## src/rtl/sha256_msg_padder.sv

```systemverilog
// Purpose: SHA-256 front end. Takes 1/2/4-byte beats and emits padded 512-bit blocks as 16 big-endian words.
// Latency: word 0 of a data block is valid the cycle after the filling beat; final block 2 cycles after end of message.
// Backpressure: ready drops while a block drains; word_out and its flags hold while word_ready is low.
// Optional: define SHA_PAD_STATS_EN to add the block_count[15:0] output (blocks drained in the current message).
module sha256_msg_padder #(
  parameter int IN_BYTES = 1,
  parameter int LEN_W    = 64
) (
  input  logic                          clk,
  input  logic                          rst,
  input  logic                          enable,
  input  logic [8*IN_BYTES-1:0]         data_in,
  input  logic                          data_valid,
  input  logic [$clog2(IN_BYTES+1)-1:0] data_bytes,
  input  logic                          end_of_file,
  output logic                          ready,
  output logic [31:0]                   word_out,
  output logic                          word_valid,
  input  logic                          word_ready,
  output logic                          word_first,
  output logic                          block_last,
  output logic                          msg_done
`ifdef SHA_PAD_STATS_EN
  ,
  output logic [15:0]                   block_count
`endif
);

  typedef enum logic [2:0] {S_IDLE, S_FILL, S_PAD, S_LEN, S_DRAIN} state_t;

  state_t           state;
  state_t           ret;        // where to go after a non-final block drains
  logic             final_blk;  // block currently draining is the last one of the message
  logic [7:0]       mem [64];   // block buffer, byte 0 is the first byte of the block
  logic [6:0]       pos;        // next free byte in the block, 0..64
  logic [3:0]       widx;       // word currently presented during drain
  logic [LEN_W-1:0] len_cnt;    // message length in bits, wraps modulo 2^LEN_W

  logic [6:0]       beat_bytes;
  logic [6:0]       pos_next;
  logic [LEN_W-1:0] len_add;
  logic [63:0]      len64;

  // Decode the current beat: final beats use data_bytes, all others are full.
  always_comb begin
    beat_bytes = end_of_file ? 7'(data_bytes) : 7'(IN_BYTES);
    pos_next   = pos + beat_bytes;
    len_add    = LEN_W'(beat_bytes) << 3;
    len64      = 64'(len_cnt);
  end

  // The word on the output is a direct read of the registered buffer; zero outside drain.
  assign word_out = word_valid ? {mem[{widx, 2'd0}], mem[{widx, 2'd1}],
                                  mem[{widx, 2'd2}], mem[{widx, 2'd3}]} : 32'h0;

  // Control FSM, buffer writes and registered handshake outputs.
  always_ff @(posedge clk) begin
    msg_done <= 1'b0;
    if (rst) begin
      state      <= S_IDLE;
      ret        <= S_FILL;
      final_blk  <= 1'b0;
      pos        <= 7'd0;
      widx       <= 4'd0;
      len_cnt    <= '0;
      ready      <= 1'b0;
      word_valid <= 1'b0;
      word_first <= 1'b0;
      block_last <= 1'b0;
      for (int i = 0; i < 64; i++) mem[i] <= 8'h00;
    end else begin
      case (state)
        S_IDLE: begin
          if (enable) begin
            state   <= S_FILL;
            ready   <= 1'b1;
            pos     <= 7'd0;
            len_cnt <= '0;
          end
        end

        S_FILL: begin
          if (data_valid) begin
            // Beats are aligned to IN_BYTES, so pos+j never leaves the block.
            for (int j = 0; j < IN_BYTES; j++) begin
              if (7'(j) < beat_bytes)
                mem[6'(pos + 7'(j))] <= data_in[8*(IN_BYTES-j)-1 -: 8];
            end
            pos     <= pos_next;
            len_cnt <= len_cnt + len_add;
            if (pos_next == 7'd64) begin
              // Block full: drain it, then either keep filling or pad in a fresh block.
              state      <= S_DRAIN;
              ret        <= end_of_file ? S_PAD : S_FILL;
              final_blk  <= 1'b0;
              ready      <= 1'b0;
              word_valid <= 1'b1;
              word_first <= 1'b1;
            end else if (end_of_file) begin
              state <= S_PAD;
              ready <= 1'b0;
            end
          end else if (end_of_file) begin
            // End marker without data closes the message after the last accepted beat.
            state <= S_PAD;
            ready <= 1'b0;
          end
        end

        S_PAD: begin
          mem[6'(pos)] <= 8'h80;
          if (pos <= 7'd55) begin
            for (int k = 0; k < 8; k++) mem[6'(56 + k)] <= len64[63-8*k -: 8];
            final_blk <= 1'b1;
          end else begin
            // No room for the length field: it goes into an extra all-zero block.
            final_blk <= 1'b0;
            ret       <= S_LEN;
          end
          state      <= S_DRAIN;
          word_valid <= 1'b1;
          word_first <= 1'b1;
        end

        S_LEN: begin
          for (int k = 0; k < 8; k++) mem[6'(56 + k)] <= len64[63-8*k -: 8];
          final_blk  <= 1'b1;
          state      <= S_DRAIN;
          word_valid <= 1'b1;
          word_first <= 1'b1;
        end

        S_DRAIN: begin
          if (word_ready) begin
            if (widx == 4'd15) begin
              for (int i = 0; i < 64; i++) mem[i] <= 8'h00;
              pos        <= 7'd0;
              widx       <= 4'd0;
              word_valid <= 1'b0;
              word_first <= 1'b0;
              block_last <= 1'b0;
              if (final_blk) begin
                state    <= S_IDLE;
                msg_done <= 1'b1;
              end else begin
                state <= ret;
                ready <= (ret == S_FILL);
              end
            end else begin
              widx       <= widx + 4'd1;
              word_first <= 1'b0;
              block_last <= final_blk && (widx == 4'd14);
            end
          end
        end

        default: state <= S_IDLE;
      endcase
    end
  end

`ifdef SHA_PAD_STATS_EN
  // Count drained blocks of the current message, saturating; restarts when a new message is enabled.
  always_ff @(posedge clk) begin
    if (rst) begin
      block_count <= 16'h0000;
    end else if (state == S_IDLE && enable) begin
      block_count <= 16'h0000;
    end else if (state == S_DRAIN && word_ready && widx == 4'd15 && block_count != 16'hFFFF) begin
      block_count <= block_count + 16'h0001;
    end
  end
`endif

endmodule

```

## config.mk

```make
export PLATFORM = sky130hd
export DESIGN_NAME = sha256_msg_padder
export DESIGN_NICKNAME = d
export VERILOG_FILES = /design/src/rtl/sha256_msg_padder.sv
export SDC_FILE = /design/constraint.sdc
export NUM_CORES = 1
export LEC_CHECK = 0
export CAP_MARGIN = 20
export CORE_UTILIZATION = 55
export CTS_CLUSTER_DIAMETER = 50
export DETAILED_ROUTE_END_ITERATION = 8
export DONT_BUFFER_PORTS = 1
export PLACE_DENSITY_LB_ADDON = 0.1
export SLEW_MARGIN = 15
export SYNTH_ARGS = -nofsm -noshare
export SYNTH_HDL_FRONTEND = slang
export SYNTH_SLANG_ARGS = --single-unit
```

## constraint.sdc

```tcl
create_clock -name clk -period 2.5 [get_ports clk]
set_input_delay 0.25 -clock clk [delete_from_list [all_inputs] [get_ports clk]]
set_output_delay 0.25 -clock clk [all_outputs]
set_load 0.05 [all_outputs]
```

==> results of run 1 <==
## per-stage QoR
| stage | setup TNS (ns) | power, W |
|---|---|---|
| after global placement | 0 | 0.0158 |
| after floorplan | 0 | 0.0144 |
| after detailed placement | 0 | 0.0159 |
| after CTS | -23.05 | 0.0262 |
| after global routing | -15.15 | 0.0269 |
| final | -13.68 | 0.0261 |
## cells in the final DEF, fill, tap and decap left out, types with 8 or more instances in the layout
master     instances
or3_1             12
nand3_1           35
and3_1            11
nor2_1           502
nand2_2           14
clkbuf_16         74
or4_1             22
and4_1            10
a21oi_1           41
o31ai_1           19
o21ai_1            8
o2bb2ai_1         62
nand4_1           20
and2_2            10
edfxtp_1         512
nand2_1          153
inv_1             18
xnor2_1           20
and2_4            22
clkinv_1          14
buf_4            170
o21ai_0           25
nor3_1            21
mux4_2           160
clkbuf_1          13
buf_12            28
dfxtp_1           83
## layer usage
metal,vias to the layer above,track usage [%]
met5,-,0
met3,119,6.48
met4,0,12.1
met2,830,46.2
li1,7962,-
met1,9022,41.3
## worst paths after layout
path / start / endpoint / slack [ns] / cells past startpoint
setup / recovery: flip-flop / word_out[13] / -0.48 / 5
hold / removal: rst / len64[56] / 0.04 / 3
setup reg to reg: state[2] / mem[56][4] / 0.07 / 6
hold reg to reg: len64[63] / len64[63] / 0.48 / 2
## layout make-up
| class | count | area, um^2 |
|---|---|---|
| Clock buffer | 87 | 1890 |
| Clock inverter | 37 | 374 |
| Fill cell | 3509 | 16800 |
| Inverter | 18 | 67.6 |
| Multi-Input combinational cell | 1282 | 9490 |
| Sequential cell | 599 | 17100 |
| Tap cell | 664 | 831 |
| Timing Repair Buffer | 214 | 2130 |
## power by group
part | internal [W] | leakage [nW] | switching (W) | total (W)
Combinational | 0.00189 | 4.16 | 0.00236 | 0.00425
Sequential | 0.0113 | 5.71 | 0.000421 | 0.0118
Clock | 0.00609 | 1.10 | 0.00403 | 0.0101
## cells by family (layout without fill, tap and decap cells)
| group | count (synthesis) | count (layout) | share of synthesized area (%) |
|---|---|---|---|
| AOI/OAI and AO/OA | 187 | 187 | 4.80 |
| xor gates and xnor gates | 26 | 26 | 0.840 |
| adders and majority gates | 6 | 6 | 0.277 |
| buffers and inverters | 173 | 356 | 2.51 |
| DFF | 599 | 599 | 63.1 |
| muxes | 168 | 168 | 13.6 |
| and+or+nand+nor | 895 | 895 | 14.8 |
## critical path, cell delays in order (launching register included)
cell and delay (ns):
dfxtp_4 0.41, buf_12 0.16, buf_12 0.16, mux4_2 0.53
mux4_2 0.53, and2_2 0.33
## flip-flops by register name (all words and copies together) (netlist names), named ones only
register,count
state,3
word_valid,1
ret,2
mem,512
final_blk,1
word_first,1
msg_done,1
pos,7
ready,1
widx,4
block_last,1
len64,61
## what timing repair did
| item | 4_1_cts | 5_1_grt |
|---|---|---|
| gates cloned | 3 | 1 |
| buffers inserted | 12 | 0 |
| resized for setup | 63 | 17 |
| hold endpoints to repair | 24 | 0 |
| hold buffers | 4 | 0 |
| setup endpoints to repair | 32 | 653 |
==> reports/summary.txt, run 1 <==
Post-route DRC: 0
Clock transition at path regs: 0.06 ns
Global placement routability congestion: 0.886
Worst Hold Slack: 0.0433 ns
Ant. Diodes: 0
Syn. warnings: 0
Root Driver: clkbuf_16
Die Span X: 224 um
Post-synth EDFFs: 512
H-Tree Depth: 3
Starting Density: 55.6%
Status: finished with violations
DP Area: 29200 um^2
Pwr per Cell Area: 819 nW/um^2
Worst Setup Path Type: reg2out
Metal3 WL: 6920 um
Dpl cells: 2757
Via count: 17900
Dominant cell type by area after synthesis: edfxtp_1
Cell area after synthesis: 27100 um^2
CORE AREA: 48700 um^2
WL met1: 29600 um
MaxCap Viol Count: 0
Most numerous cell in the Yosys netlist: edfxtp_1
Register bit count reported by yosys: 599
Post-DP HPWL: 48300 um
DR top layer: met4
Sequential fraction of the synthesis area: 63.1%
Max-slew violation total from the final report: 0
Dpl ws: 0.0266 ns
Min setup slack post-route: -0.478 ns
Vias in the first global route: 17400
Peak VDD IR: 723 uV
Mean post-synth cell area: 13.2 um^2
CP max FO: 10
Mapped Cells: 2054
Startpoint Class: flip-flop
Nets: 2205
Violation count after the first detailed-route iteration: 1967
Slew of the pin with the lowest slew margin: 0.914 ns
Clock Path Buffers: 3
Achievable frequency: 336 MHz
Post-synth top area share: 56.7%
Setup Viol. Count Final: 32
Total Wirelength: 73200 um
Worst EP arrival: 2.73 ns
Slew HR: 38.9%
Syn_nets: 2075
TritonRoute pass-1 iters: 6
Worst-Skew Late Latency: 0.60 ns
# rows: 81
Req. time, crit path: 2.25 ns
Grt total ovfl: 0
# port buffers: 0
Die Span Y: 224 um
Final Instance Area: 31900 um^2
Non-Filler Instances: 2901
CTS sink cnt: 599
Hold Violations, Final: 0
Post-synth cell types: 65
Leak: 11.0 nW
Final core utilization: 65.4%
Metal2 WL: 34200 um
TritonCTS buffer count: 69
Die area: 50200 um^2
Post-DR wirelength/cell: 25.2 um
FFs w/ async S/R, synth: 0%
Crit end category: output port
ANT nets after route: 0
Drt via density: 6.18
I/O pins: 52
Fin crit period: 2.98 ns
Share of layout cells above drive strength 1: 24.5%
CTS tree: done
Wire length of the first global-routing pass: 109000 um
Top_reg_cell synth: edfxtp_1
Worst hold path class: in2reg
Period utilization: 119%
Skew final: 0.0176 ns
Violations in the final reports: negative setup slack
Most frequent cells after synthesis: edfxtp_1, nor2_1, nand2_1, mux4_2, clkbuf_1
Area Overhead vs Synth: 17.7%
RSZ-0062 raised after global routing: yes
Synth area leaders: edfxtp_1, mux4_2, nor2_1
Total GRT Usage: 29.8%
Largest net degree at the start of global routing: 62
Initial antenna violation count: 1
No activity file was read; power rests on OpenSTA's default activity.
==> run 2, diff against run 1 <==
- CORE_ASPECT_RATIO: not set -> 1.1
==> run 2 against run 1 <==
  * The run still ends with negative setup slack left
  * Sequential share of layout area is essentially flat
  * Wire length grew 2.0%
  * Worst setup slack lost 0.038 ns
  * Highest routed layer unchanged
  * Via count grew 1.5%
  * Total power shrank 2.1%
  * Die area is the same
  * Register-to-register slack is essentially flat
  * First-iteration DRC count grew 2.7%
  * Combinational power grew 5.6%
  * Clock skew shrank 0.0011 ns
  * Critical endpoint is now word_out[12]
  * Count of clock-buffer cells in the layout shrank 11
==> reports/summary.txt, run 2 (same netlist as run 1, synthesis figures left out) <==
Status: finished with violations
Violations in the final reports: negative setup slack
Fillers: 3413
Period utilization: 121%
Leak: 11.0 nW
Worst-path cell chain: buf_12 > buf_12 > clkbuf_16 > mux4_2 > mux4_2 > and2_4
Hold Path Stages: 4
CTS sink cnt: 599
Vias in the first global route: 17500
Largest net degree at the start of global routing: 62
# port buffers: 0
I/O pins: 52
Via count: 18200
Sum Neg Setup Slack: -14.73 ns
Worst R2R Path Depth: 6
Initial antenna violation count: 1
Achievable frequency: 332 MHz
Die area: 50200 um^2
Clock Path Buffers: 3
# rows: 84
Crit-path max cell delay: 0.54 ns
Crit end category: output port
Post-DP HPWL: 49700 um
Min setup slack post-route: -0.516 ns
H-Tree Depth: 2
Share of layout cells above drive strength 1: 24.6%
Largest reg by FF count: mem
Req. time, crit path: 2.25 ns
Most frequent cells in the layout: edfxtp_1, nor2_1, mux4_2
Storage cell area: 17100 um^2
Total GRT Usage: 30.2%
Worst Setup Path Type: reg2out
Hold Violations, Final: 0
Fin crit period: 3.02 ns
Skew final: 0.0165 ns
Worst EP arrival: 2.77 ns
CP max FO: 6
Setup Viol. Count Final: 32
Die Span X: 214 um
Most common cell after layout, fill and taps aside: edfxtp_1
Final core utilization: 66.2%
Post-DR wirelength/cell: 26.0 um
MaxCap Viol Count: 0
Worst Hold Path EP: ready
Slowest CP cell: mux4_2
Max-slew violation total from the final report: 0
Root Driver: clkbuf_16
DP Area: 29200 um^2
RSZ-0062 raised after global routing: yes
Slew HR: 38.0%
CTS tree: done
Grt total ovfl: 0
CORE AREA: 48200 um^2
Violation count after the first detailed-route iteration: 2020
Die Span Y: 235 um
Worst hold path class: in2reg
Worst r2r src: len64[23]
TritonCTS buffer count: 61
Nets: 2198
Reg-to-Reg End: len64[37]
Peak VDD IR: 615 uV
Largest register FFs: 512
Area of the multi-input gates: 9490 um^2
Hold_sp: enable
Total Wirelength: 74600 um
Pwr per Cell Area: 802 nW/um^2
TritonRoute pass-1 iters: 5
Post-route DRC: 0
Slew of the pin with the lowest slew margin: 0.931 ns
R2R setup slack: 0.08 ns
Worst-Skew Late Latency: 0.63 ns
Final Instance Area: 31900 um^2
Wire length of the first global-routing pass: 111000 um
Area Overhead vs Synth: 17.7%
Global placement routability congestion: 0.886
ANT nets after route: 0
Starting Density: 56.2%
Drt via density: 6.33
Clock transition at path regs: 0.06 ns
Startpoint Class: flip-flop
run 2: cell count changes in the layout (fill, tap and decap cells not counted), moves of 4 or more:
cell / delta
and2_2: -10
and2_4: +10
buf_12: +13
buf_4: -22
buf_6: +4
clkbuf_16: -4
clkinv_1: -8
clkinv_2: +9
o21ai_1: -4
o21ai_2: +4
run 2: power breakdown:
part	switching [W]	leakage, nW	internal [W]
clock	0.00393	1.00	0.00542
sequential	0.000405	5.71	0.0113
combinational	0.00246	4.24	0.00204
run 2: worst max-delay path by stage:
| stage | startpoint | to | slack (ns) | cells after the start |
|---|---|---|---|---|
| 6_report | flip-flop | word_out[12] | -0.52 | 6 |
| 5_1_grt | flip-flop | word_out[15] | -0.58 | 6 |
| 4_1_cts | flip-flop | word_out[6] | -0.58 | 6 |
| 3_5_place_dp | flip-flop | word_out[3] | 0.003 | 5 |
| 3_3_place_gp | flip-flop | word_out[4] | 0.03 | 5 |
| 2_1_floorplan | flip-flop | word_out[11] | 0.05 | 5 |
run 2: repair_timing:
item                                    in CTS  in global routing
resized for setup                           49                 49
hold buffers                                 6                  0
cloned                                       3                  8
endpoints found under the hold margin       40                  0
endpoints found under the setup margin      32                713
setup buffers                               10                  7
run 2: through the flow:
| stage | setup WS [ns] | power [W] | hold WS [ns] | instances |
|---|---|---|---|---|
| floorplan | 0.0526 | 0.0144 | 0.352 | 2054 |
| global placement | 0.0295 | 0.0158 | 0.326 | 2727 |
| detailed placement | 0.00304 | 0.0159 | 0.328 | 2727 |
| CTS | -0.580 | 0.0254 | 0.00146 | 2860 |
| global route | -0.576 | 0.0263 | 0.0372 | 2873 |
| finish | -0.516 | 0.0256 | 0.0291 | 2874 |
run 2: critical path: cells and delay by family (launching register included):
| family | cells | cell delay (ns) |
|---|---|---|
| and+or+nand+nor | 1 | 0.24 |
| DFF | 1 | 0.43 |
| muxes | 2 | 1.04 |
| buffers and inverters | 3 | 0.43 |
run 2: area by class of cell:
cell class	instances	share of cell area, %
diodes	1	0.00784
clock buffers	76	5.19
clock inverters	38	1.24
inverters	18	0.212
multi-input cells	1282	29.7
flip-flops and latches	599	53.7
well taps	645	2.53
repair buffers	215	7.43
run 2: routing by layer:
layer  global-route usage, %  share of wire (%)  vias up
li1                        -                  -     7925
met1                    43.5                 40     9178
met2                    46.8                 47      941
met3                    5.75                9.7      152
met4                    9.18                3.2        0
met5                       0                  0        -
